<file path="src/rtl/bcd_freq_ctrl.sv">
// bcd_freq_ctrl: gated frequency counter for a VGA readout. Rising edges of
// sig_in are counted in BCD over a fixed window of char_clock cycles, and the
// finished count is handed to the digit renderer only at one raster position
// outside the digit area, so the displayed value never tears mid-frame.
module bcd_freq_ctrl #(
    parameter int unsigned GATE_CYCLES = 25000000,
    parameter int unsigned LATCH_LINE  = 480
) (
    input  logic        char_clock,
    input  logic        reset_n,
    input  logic        run,
    input  logic        sig_in,
    input  logic [11:0] char_count,
    input  logic [11:0] line_count,
    output logic [31:0] bcd_cnt,
    output logic        overflow,
    output logic        gate_active,
    output logic        meas_valid
);

    localparam logic [31:0] TIMER_LAST = 32'(GATE_CYCLES - 1);
    localparam logic [11:0] LATCH_ROW  = 12'(LATCH_LINE);
    localparam logic [31:0] BCD_MAX    = 32'h9999_9999;

    typedef enum logic {
        IDLE = 1'b0,
        GATE = 1'b1
    } state_t;

    state_t      state_q;
    logic        sync1_q, sync2_q, sync3_q;
    logic [31:0] timer_q;
    logic [31:0] acc_q;
    logic        ovf_q;
    logic [31:0] pend_val_q;
    logic        pend_ovf_q;
    logic        pend_flag_q;
    logic [31:0] bcd_cnt_q;
    logic        overflow_q;
    logic        gate_active_q;
    logic        meas_valid_q;

    logic [31:0] acc_d;
    logic        ovf_d;
    logic        edge_stb;
    logic        latch_pt;
    logic        terminal;

    // Add one to an 8-digit packed BCD value; the carry ripples from the
    // least significant digit upward within the same cycle.
    function automatic logic [31:0] bcd_inc(input logic [31:0] v);
        logic [31:0] r;
        logic        carry;
        r     = v;
        carry = 1'b1;
        for (int i = 0; i < 8; i++) begin
            if (carry) begin
                if (v[4*i +: 4] == 4'd9) begin
                    r[4*i +: 4] = 4'd0;
                    carry       = 1'b1;
                end else begin
                    r[4*i +: 4] = v[4*i +: 4] + 4'd1;
                    carry       = 1'b0;
                end
            end
        end
        return r;
    endfunction

    // Two flops resynchronise sig_in; the third holds the previous synchronised
    // level so a rising edge becomes a one-cycle strobe.
    always_ff @(posedge char_clock or negedge reset_n) begin
        if (!reset_n) begin
            sync1_q <= 1'b0;
            sync2_q <= 1'b0;
            sync3_q <= 1'b0;
        end else begin
            sync1_q <= sig_in;
            sync2_q <= sync1_q;
            sync3_q <= sync2_q;
        end
    end

    assign edge_stb = sync2_q & ~sync3_q;
    assign latch_pt = (line_count == LATCH_ROW) && (char_count == 12'd0);
    assign terminal = (timer_q == TIMER_LAST);

    // Accumulator value after this cycle's strobe, saturating at 99999999.
    always_comb begin
        acc_d = acc_q;
        ovf_d = ovf_q;
        if (edge_stb) begin
            if (acc_q == BCD_MAX) begin
                ovf_d = 1'b1;
            end else begin
                acc_d = bcd_inc(acc_q);
            end
        end
    end

    // Gate FSM with window timer, accumulator, pending result and display latch.
    always_ff @(posedge char_clock or negedge reset_n) begin
        if (!reset_n) begin
            state_q       <= IDLE;
            timer_q       <= 32'd0;
            acc_q         <= 32'd0;
            ovf_q         <= 1'b0;
            pend_val_q    <= 32'd0;
            pend_ovf_q    <= 1'b0;
            pend_flag_q   <= 1'b0;
            bcd_cnt_q     <= 32'd0;
            overflow_q    <= 1'b0;
            gate_active_q <= 1'b0;
            meas_valid_q  <= 1'b0;
        end else begin
            meas_valid_q <= 1'b0;
            // The display reads the pending register as it was before this
            // edge, so a window finishing on a latch point stays pending.
            if (latch_pt && pend_flag_q) begin
                bcd_cnt_q    <= pend_val_q;
                overflow_q   <= pend_ovf_q;
                meas_valid_q <= 1'b1;
                pend_flag_q  <= 1'b0;
            end
            case (state_q)
                IDLE: begin
                    if (run) begin
                        state_q       <= GATE;
                        gate_active_q <= 1'b1;
                        timer_q       <= 32'd0;
                        acc_q         <= 32'd0;
                        ovf_q         <= 1'b0;
                    end
                end
                GATE: begin
                    if (!run) begin
                        state_q       <= IDLE;
                        gate_active_q <= 1'b0;
                        timer_q       <= 32'd0;
                        acc_q         <= 32'd0;
                        ovf_q         <= 1'b0;
                    end else if (terminal) begin
                        // Window closes with this cycle's edge included; the
                        // next window starts immediately with no dead time.
                        pend_val_q  <= acc_d;
                        pend_ovf_q  <= ovf_d;
                        pend_flag_q <= 1'b1;
                        timer_q     <= 32'd0;
                        acc_q       <= 32'd0;
                        ovf_q       <= 1'b0;
                    end else begin
                        timer_q <= timer_q + 32'd1;
                        acc_q   <= acc_d;
                        ovf_q   <= ovf_d;
                    end
                end
                default: begin
                    state_q       <= IDLE;
                    gate_active_q <= 1'b0;
                end
            endcase
        end
    end

    assign bcd_cnt     = bcd_cnt_q;
    assign overflow    = overflow_q;
    assign gate_active = gate_active_q;
    assign meas_valid  = meas_valid_q;

endmodule

</file>
<file path="config.mk">
export PLATFORM = sky130hd
export DESIGN_NAME = bcd_freq_ctrl
export DESIGN_NICKNAME = d
export VERILOG_FILES = /design/src/rtl/bcd_freq_ctrl.sv
export SDC_FILE = /design/constraint.sdc
export NUM_CORES = 1
export LEC_CHECK = 0
export CORE_MARGIN = 2
export CORE_UTILIZATION = 45
export CTS_BUF_LIST = sky130_fd_sc_hd__clkbuf_4 sky130_fd_sc_hd__clkbuf_8
export CTS_CLUSTER_DIAMETER = 120
export DETAILED_ROUTE_END_ITERATION = 8
export GPL_TIMING_DRIVEN = 1
export PLACE_DENSITY = 0.67
export SETUP_SLACK_MARGIN = 0.2
export SYNTH_ARGS = -nofsm -noshare
export SYNTH_HDL_FRONTEND = slang
export SYNTH_SLANG_ARGS = --single-unit
</file>
<file path="constraint.sdc">
create_clock -name char_clock -period 5.8 [get_ports char_clock]
set_input_delay 1.16 -clock char_clock [delete_from_list [all_inputs] [get_ports char_clock]]
set_output_delay 1.16 -clock char_clock [all_outputs]
set_load 0.01 [all_outputs]
</file>
==> impl_metrics.tcl, run 1 <==
set metrics [dict create \
    postSynth.asyncResetShare_pct 100.0 \
    criticalPathCategory "input port to flop" \
    finalCritPeriodShare_pct 62.24 \
    totalPowerFinal_uw 1857 \
    synth_sequential_area_ratio_pct 50.75 \
    layout.cells.most_common "sky130_fd_sc_hd__dfrtp_1" \
    synthesized_area_per_cell_um2 9.890 \
    yosys_warnings 0 \
    initial_antenna_violation_count 0 \
    yosys_register_bits 138 \
    reported_max_cap_violation_count 0 \
    final-max-slew-violation-count 0 \
    post-place-ws_ps 1724 \
    diodes 0 \
    worstPathMaxFanout 19 \
    finalWeightedCongestion 0.8858 \
    postCtsResizedCells 0 \
    ant_nets 0 \
    cts_root_buf "sky130_fd_sc_hd__clkbuf_8" \
    power.density_cell_area_nw_per_um2 233.9 \
    syn-cell-area_um2 6804 \
    mostFrequentLayoutCells "138 x sky130_fd_sc_hd__dfrtp_1, 74 x sky130_fd_sc_hd__nand2_1, 62 x sky130_fd_sc_hd__nor2_1" \
    tns_ps 0 \
    synth.lib_cells_used.distinct 61 \
    p_leak_uw 0.003351 \
    worst_setup_path_start_kind "input port" \
    setup_repair_after_global_routing_missed_its_margin "no" \
    clock-sinks 138 \
    site_rows 44 \
    cts_htree_levels 4 \
    hp-class "flop to flop" \
    detailroute.via_count 5347 \
    routed_via_density 5.725 \
    r2r-end "acc_q[30]" \
    worstSetupEndpoint "timer_q[28]" \
    grt_pass1_wl_um 25900 \
    period_needed_ps 3610 \
    post_route_cells_drive_above_1_share_pct 11.33 \
    globalRouteTotalUtil_pct 19.94 \
    die_w_um 127.0 \
    initialDrtViolationCount 469 \
    holdBufCountCts 0 \
    initial_core_util_pct 46.46 \
    r2r_slack_ps 2560 \
    post_cts_buffers 0 \
    critPathRequiredTime_ps 6110 \
    final_util_pct 54.20 \
    final.setup_skew_ps 12.60 \
    detail_route.drc_violations 0 \
    core_area_um2 14640 \
    worst_slew_pin_slew_ps 1129 \
    cts_made_buffers 17 \
    timing.final.ws_setup_ps 2190 \
    timing.critical_path.arrival_ps 3920 \
    vdd_ir_drop_max_uv 124.3 \
    placement.io_buffers 62 \
    grt_pass1_vias 5261 \
    grt_max_degree 97 \
    crit_start "run" \
    max_freq_mhz 277.0 \
    route.final.wire_length_um 15210 \
    detail_route.first_pass.iterations 5 \
    grt_util_met1_pct 26.39 \
    dp_hpwl_um 10310 \
    wl_per_cell_um 16.28 \
    gr-total-overflow 0 \
    fin_nets 768 \
    area_growth_syn_to_layout_pct 16.66 \
    ioPinCount 63 \
    slew_headroom_pct 24.77 \
    synthesis.instances 688 \
    n_fill_cell 1284 \
    final-hold-violation-count 0 \
    gr_util_met2_pct 32.48 \
    grt_use_met3_pct 4.049 \
    critical_path.endpoint_type "flop" \
    fp.dieH_um 127.0 \
    clk_pin_slew_ps 80 \
    reg2reg_depth 7 \
    status "finished, final reports clean" \
    crit-reg2reg-launch "timer_q[15]" \
    clock_insertion_delay_worst_skew_ps 450 \
    syn_nets 719 \
    grt_most_used_layer "met2" \
    cts_tree "yes" \
    report.final.setup_viol 0 \
    synth_flop_cell "sky130_fd_sc_hd__dfrtp_1" \
    die_footprint_um2 16120 \
    cts_max_path_buffers 2 \
    number_of_synthesized_flops_with_an_enable_pin 0 \
]
## layout make-up
cell class | count | area (um^2) | share of cell area, %
Inverter | 12 | 45.04 | 0.5675
Clock inverter | 13 | 151.4 | 1.907
Clock buffer | 19 | 255.2 | 3.216
Sequential cell | 138 | 3453 | 43.51
Timing Repair Buffer | 68 | 666.9 | 8.402
Tap cell | 184 | 230.2 | 2.900
Multi-Input combinational cell | 500 | 3136 | 39.50
## flip-flops by register name, summed over array words and instances, names as in the netlist
register,count
sync3_q,1
meas_valid,1
timer_q,32
acc_q,32
pend_val_q,32
gate_active,1
overflow,1
pend_flag_q,1
sync2_q,1
ovf_q,1
state_q,1
pend_ovf_q,1
bcd_cnt,32
sync1_q,1
## routing by layer
metal  share of wire (%)  wire length, um
met1                  46             6956
met2                  49             7454
met3                 3.6              545
met4                 1.6              250
met5                   0                0
## worst max-delay path, stage by stage
cell,delay [ps]
sky130_fd_sc_hd__clkdlybuf4s50_1,500
sky130_fd_sc_hd__inv_1,80
sky130_fd_sc_hd__ha_1,450
sky130_fd_sc_hd__or4b_1,780
sky130_fd_sc_hd__nor4_1,540
sky130_fd_sc_hd__nand3_1,190
sky130_fd_sc_hd__xor2_1,160
sky130_fd_sc_hd__nor2_1,50
## power breakdown
part	internal, uW	total [uW]	switching (uW)
Sequential	965	968	2.98
Clock	436	810	374
Combinational	28.5	78.6	50.1
## kinds of logic (layout without fill, tap and decap cells)
logic type	Yosys count	after routing	share of synthesized area (%)
and+or+nand+nor	273	273	21.18
adders and majority gates	3	3	0.5517
DFF	138	138	50.75
buffers and inverters	50	112	3.310
xor gates and xnor gates	45	45	5.793
muxes	35	35	5.774
AOI/OAI and AO/OA	144	144	12.63
## per-stage QoR
step                      instance area (um^2)  instances  hold WS, ps
after global placement                    7531        902        337.4
after CTS                                 7938        934        363.1
after global routing                      7938        934        386.9
after detailed placement                  7531        902        341.8
final                                     7938        934        358.7
after floorplan                           6804        688        331.2
## how the worst min path moves through the flow
stage	startpoint	end	cells after the start
2_1_floorplan	sync1_q	sync2_q	0
3_3_place_gp	sync1_q	sync2_q	0
3_5_place_dp	sync1_q	sync2_q	0
4_1_cts	sync1_q	sync2_q	0
5_1_grt	sync1_q	sync2_q	0
6_report	sync1_q	sync2_q	0
## Yosys cell counts, drive strengths merged, types with 7 or more instances
library cell | number | area (um^2)
o21ai | 60 | 300.3
dfrtp | 138 | 3453
xor2 | 26 | 227.7
nor2 | 64 | 250.2
nand2b | 7 | 43.79
o31ai | 10 | 88.83
a31oi | 7 | 43.79
mux2 | 34 | 382.9
inv | 12 | 45.04
clkbuf | 27 | 101.4
nand2 | 74 | 277.8
nor2b | 9 | 56.30
buf | 11 | 78.82
a21oi | 37 | 185.2
nand4 | 22 | 137.6
nor3 | 17 | 95.09
xnor2 | 19 | 166.4
nand3 | 18 | 90.09
and3 | 9 | 56.30
and4 | 7 | 61.31
nor4 | 12 | 75.07
Power figures use the tool's default switching activity.
==> run 2, diff against run 1 <==
Clock period 5.8 ns to 3.5 ns, I/O delays scaled along.
==> impl_metrics.tcl, run 2 (same netlist as run 1, synthesis figures left out) <==
set metrics [dict create \
    worstPathMaxFanout 10 \
    route.final.wire_length_um 14530 \
    setup_repair_after_global_routing_missed_its_margin "no" \
    layout.cells.most_common "sky130_fd_sc_hd__dfrtp_1" \
    cts_root_buf "sky130_fd_sc_hd__clkbuf_8" \
    status "finished, final reports clean" \
    globalRouteTotalUtil_pct 19.47 \
    die_footprint_um2 16120 \
    grt_use_met3_pct 4.302 \
    post_route_cells_drive_above_1_share_pct 11.79 \
    period_needed_ps 2837 \
    diodes 0 \
    grt_pass1_vias 5338 \
    final-max-slew-violation-count 0 \
    slew_headroom_pct 50.06 \
    finalCritPeriodShare_pct 81.05 \
    fp.dieH_um 127.0 \
    gr-total-overflow 0 \
    post_cts_buffers 0 \
    initial_antenna_violation_count 0 \
    detail_route.drc_violations 0 \
    fin_nets 774 \
    detail_route.first_pass.iterations 5 \
    post-place-cells 908 \
    critical_path.endpoint_type "flop" \
    power.combinational.fraction_pct 4.3 \
    cts_htree_levels 4 \
    grt_most_used_layer "met2" \
    die_w_um 127.0 \
    final.setup_skew_ps 9.316 \
    report.final.setup_viol 0 \
    netSwitchingFraction_pct 21.54 \
    clock_insertion_delay_worst_skew_ps 450 \
    routed_via_density 5.633 \
    cts_made_buffers 17 \
    core_area_um2 14640 \
    placement.io_buffers 62 \
    site_rows 44 \
    ioPinCount 63 \
    worst_slew_pin_slew_ps 749.1 \
    initialDrtViolationCount 333 \
    timing.critical_path.arrival_ps 3180 \
    internal_power_uw 2450 \
    cts_max_path_buffers 2 \
    criticalPathCategory "flop to flop" \
    wl_per_cell_um 15.47 \
    fin_worst_hold_slack_ps 285.3 \
    final-hold-violation-count 0 \
    pwr-share-seq_pct 51.4 \
    critPathRequiredTime_ps 3840 \
    gr_util_met2_pct 31.72 \
    holdBufCountCts 0 \
    cts_tree "yes" \
    power.density_cell_area_nw_per_um2 389.8 \
    vdd_ir_drop_max_uv 200.9 \
    grt_util_met1_pct 25.54 \
    initial_core_util_pct 46.46 \
    reported_max_cap_violation_count 0 \
    area_growth_syn_to_layout_pct 17.71 \
    post_layout_nonfiller_instances 939 \
    grt_pass1_wl_um 25360 \
    pwr-share-clk_pct 44.3 \
    final_util_pct 54.69 \
    tns_ps 0 \
    p_leak_uw 0.003403 \
    postCtsResizedCells 0 \
    dp_hpwl_um 9865 \
    max_freq_mhz 352.5 \
    mostFrequentLayoutCells "138 x sky130_fd_sc_hd__dfrtp_1, 74 x sky130_fd_sc_hd__nand2_1, 62 x sky130_fd_sc_hd__nor2_1" \
    detailroute.via_count 5289 \
    clock-sinks 138 \
    clk_pin_slew_ps 70 \
    p_switching_uw 672.4 \
    ant_nets 0 \
    hp-class "input port to asynchronous set/reset pin" \
    finalWeightedCongestion 0.8676 \
    grt_max_degree 83 \
    n_fill_cell 1261 \
    worst_setup_path_start_kind "flop" \
]
-- run 2: cell types whose count changed in the layout (fill, tap and decap cells not counted) --
cell                         before  now
sky130_fd_sc_hd__clkinv_4         1    2
sky130_fd_sc_hd__clkbuf_4         1    5
sky130_fd_sc_hd__clkinv_2         6    1
sky130_fd_sc_hd__clkbuf_8        18   20
sky130_fd_sc_hd__buf_12           0    1
sky130_fd_sc_hd__clkinvlp_4       3    0
sky130_fd_sc_hd__buf_4            6   11
sky130_fd_sc_hd__nor3_1          13   14
sky130_fd_sc_hd__nor3_2           4    3
-- run 2: layout make-up --
| cell class | count | area (um^2) | share of cell area [%] |
|---|---|---|---|
| inverter | 12 | 45.04 | 0.5624 |
| sequential | 138 | 3453 | 43.12 |
| clock inverter | 6 | 112.6 | 1.406 |
| timing repair buffer | 74 | 724.4 | 9.045 |
| clock buffer | 25 | 312.8 | 3.906 |
| multi-input combinational | 500 | 3131 | 39.09 |
| tap | 184 | 230.2 | 2.875 |
-- run 2: critical path: stages (launching register included) --
cell	delay, ps
sky130_fd_sc_hd__dfrtp_1	440
sky130_fd_sc_hd__or4_1	550
sky130_fd_sc_hd__or4_4	560
sky130_fd_sc_hd__o31ai_4	280
sky130_fd_sc_hd__nand2b_1	410
sky130_fd_sc_hd__buf_4	270
sky130_fd_sc_hd__nor3_1	60
sky130_fd_sc_hd__o21bai_1	150
-- run 2: through the flow --
stage	worst slack [ps]	cell area, um^2	power (uW)
6_report	663.3	8009	3122
5_1_grt	480.0	8009	3234
4_1_cts	635.0	8009	3157
3_5_place_dp	239.0	7584	1772
3_3_place_gp	410.1	7584	1770
2_1_floorplan	774.9	6804	1687
-- run 2: worst paths after layout --
kind,from,end,slack (ps),depth (start not counted)
max,timer_q[25],acc_q[30],660,7
min,reset_n,bcd_cnt[3],290,1
max reg2reg,timer_q[25],acc_q[30],660,7
min reg2reg,sync1_q,sync2_q,350,0
max in group asynchronous,reset_n,bcd_cnt[20],2460,2
min in group char_clock,sync1_q,sync2_q,350,0
-- run 2: power by group through the flow --
stage / registers (uW) / logic (uW) / clock network, uW
global placement: 1640 / 134 / 0
detailed placement: 1640 / 137 / 0
floorplan: 1640 / 51.1 / 0
global route: 1600 / 151 / 1480
finish: 1600 / 134 / 1380
CTS: 1600 / 137 / 1420
-- run 2: routing by layer --
layer,wire [um],up-vias
li1,-,2562
met1,6781,2590
met2,6962,108
met3,489,29
met4,295,0
met5,0,-
==> run 3, diff against run 2 <==
Settings changed: PLACE_DENSITY 0.67 to 0.69.
Clock period 3.5 ns to 2.35 ns, I/O delays scaled along.
==> impl_metrics.tcl, run 3 (same netlist as run 1, synthesis figures left out) <==
set metrics [dict create \
    status "finished, violations left" \
    failed_checks "setup timing" \
    dp_hpwl_um 11200 \
    diodes 0 \
    cts_tree "yes" \
    cts_max_path_buffers 2 \
    globalRouteTotalUtil_pct 21.20 \
    cts_root_buf "sky130_fd_sc_hd__clkbuf_8" \
    crit-reg2reg-launch "timer_q[6]" \
    placement.io_buffers 62 \
    tns_ps -3662 \
    n_fill_cell 1093 \
    vdd_ir_drop_max_uv 322.5 \
    post-place-ws_ps -344.8 \
    hold_end "sync2_q" \
    routed_via_density 5.618 \
    layout.cells.most_common "sky130_fd_sc_hd__dfrtp_1" \
    area_growth_syn_to_layout_pct 39.15 \
    seqCellArea_um2 3456 \
    critPathRequiredTime_ps 2690 \
    critical_path.max_stage_delay_ps 560 \
    die_footprint_um2 16120 \
    fin_nets 870 \
    criticalPathCategory "flop to flop" \
    p_switching_uw 1094 \
    critical-path-top-delay-family "simple AND/OR/NAND/NOR gates" \
    final-max-slew-violation-count 0 \
    multi_input_comb_area_um2 3618 \
    crit_path_frequent_cell "sky130_fd_sc_hd__or4_4" \
    max_freq_mhz 405.8 \
    final-hold-violation-count 0 \
    worst_setup_path_start_kind "flop" \
    clock_insertion_delay_worst_skew_ps 460 \
    route.final.wire_length_um 17660 \
    worstPathCellList "or4_4 > or4_4 > o31ai_4 > buf_6 > clkbuf_16 > a21oi_2 > o21ai_1 > o31ai_1" \
    r2r_slack_ps -110 \
    period_needed_ps 2464 \
    die_w_um 127.0 \
    core_area_um2 14640 \
    internal_power_uw 3465 \
    reported_max_cap_violation_count 0 \
    totalPowerFinal_uw 4559 \
    critical_path_buf_inv_count 2 \
    clock-sinks 138 \
    fp.dieH_um 127.0 \
    post_route_cells_drive_above_1_share_pct 32.16 \
    worstPathMaxFanout 5 \
    pwr-share-seq_pct 52.4 \
    detailroute.via_count 5820 \
    mostFrequentLayoutCells "136 x sky130_fd_sc_hd__dfrtp_1, 74 x sky130_fd_sc_hd__buf_4, 61 x sky130_fd_sc_hd__nor2_1, 61 x sky130_fd_sc_hd__clkdlybuf4s50_1, 51 x sky130_fd_sc_hd__nand2_1" \
    cts_htree_levels 4 \
    critical_path.endpoint_type "flop" \
    grt_pass1_wl_um 27540 \
    min_from "sync1_q" \
    p_leak_uw 0.004143 \
    power.density_cell_area_nw_per_um2 481.5 \
    pwr-share-clk_pct 41.0 \
    cts_made_buffers 17 \
    setup_repair_after_global_routing_missed_its_margin "yes" \
    ant_nets 0 \
    initial_core_util_pct 46.46 \
    critical-path-slowest-cell "sky130_fd_sc_hd__or4_4" \
    finalCritPeriodShare_pct 104.9 \
    detail_route.first_pass.iterations 5 \
    r2r-end "acc_q[2]" \
    report.final.setup_viol 58 \
    clk_pin_slew_ps 80 \
    whs_path_depth 0 \
    gr-total-overflow 0 \
    timing.final.ws_setup_ps -114.0 \
    worst_slew_pin_slew_ps 969.7 \
    finalWeightedCongestion 0.8963 \
    power.combinational.fraction_pct 6.6 \
    initialDrtViolationCount 385 \
    site_rows 44 \
    reg2reg_depth 8 \
    timing.critical_path.arrival_ps 2810 \
    netSwitchingFraction_pct 24.00 \
    final.setup_skew_ps 13.30 \
    ioPinCount 63 \
    detail_route.drc_violations 0 \
    wl_per_cell_um 17.04 \
    initial_antenna_violation_count 0 \
    grt_pass1_vias 5716 \
    slew_headroom_pct 35.00 \
    hp-class "flop to flop" \
    grt_max_degree 48 \
]
==> run 3: repair_timing <==
item                                    4_1_cts  5_1_grt
hold buffers                                  1        0
buffers inserted                              5       12
hold endpoints to repair                     43        0
endpoints found under the setup margin       90       98
pin swaps                                     6       44
gates resized for setup                      40      126
gates cloned                                  1        7
==> run 3: power groups by stage <==
stage                     Combinational (uW)  Sequential, uW  Clock, uW
after floorplan                         78.7            2440          0
after global placement                   239            2430          0
after detailed placement                 245            2430          0
after CTS                                270            2390       1900
after global routing                     328            2390       2010
final                                    302            2390       1870
==> run 3: cell type report <==
cell class,count,area share [%]
Tap cell,184,2.432
Timing Repair Buffer,170,18.33
Inverter,12,0.4757
Sequential cell,138,36.50
Multi-Input combinational cell,500,38.22
Clock inverter,10,0.9779
Clock buffer,22,3.066
==> run 3: worst max path at each step <==
| stage | from | end | slack (ps) | cells after the start |
|---|---|---|---|---|
| after detailed placement | run | timer_q[19] | -340 | 8 |
| after global routing | timer_q[6] | acc_q[22] | -190 | 8 |
| after global placement | run | timer_q[28] | -310 | 8 |
| final | timer_q[6] | acc_q[2] | -110 | 8 |
| after CTS | timer_q[8] | acc_q[30] | -110 | 8 |
| after floorplan | timer_q[25] | acc_q[22] | 70 | 7 |
==> run 3: stage by stage <==
stage / instances / area (um^2) / utilization, % / hold slack [ps]
finish: 1036 / 9468 / 64.65 / 349.9
global route: 1036 / 9468 / 64.65 / 354.3
CTS: 1017 / 8793 / 60.05 / 350.6
detailed placement: 978 / 8239 / 56.26 / 340.2
global placement: 978 / 8239 / 56.26 / 335.7
floorplan: 688 / 6900 / - / 174.4
==> run 3: layer usage <==
metal	vias up	wire (um)	GRT usage, %
li1	2757	-	-
met3	40	724	5.399
met1	2886	7578	27.42
met5	-	0	0
met2	137	8948	34.76
met4	0	403	7.563
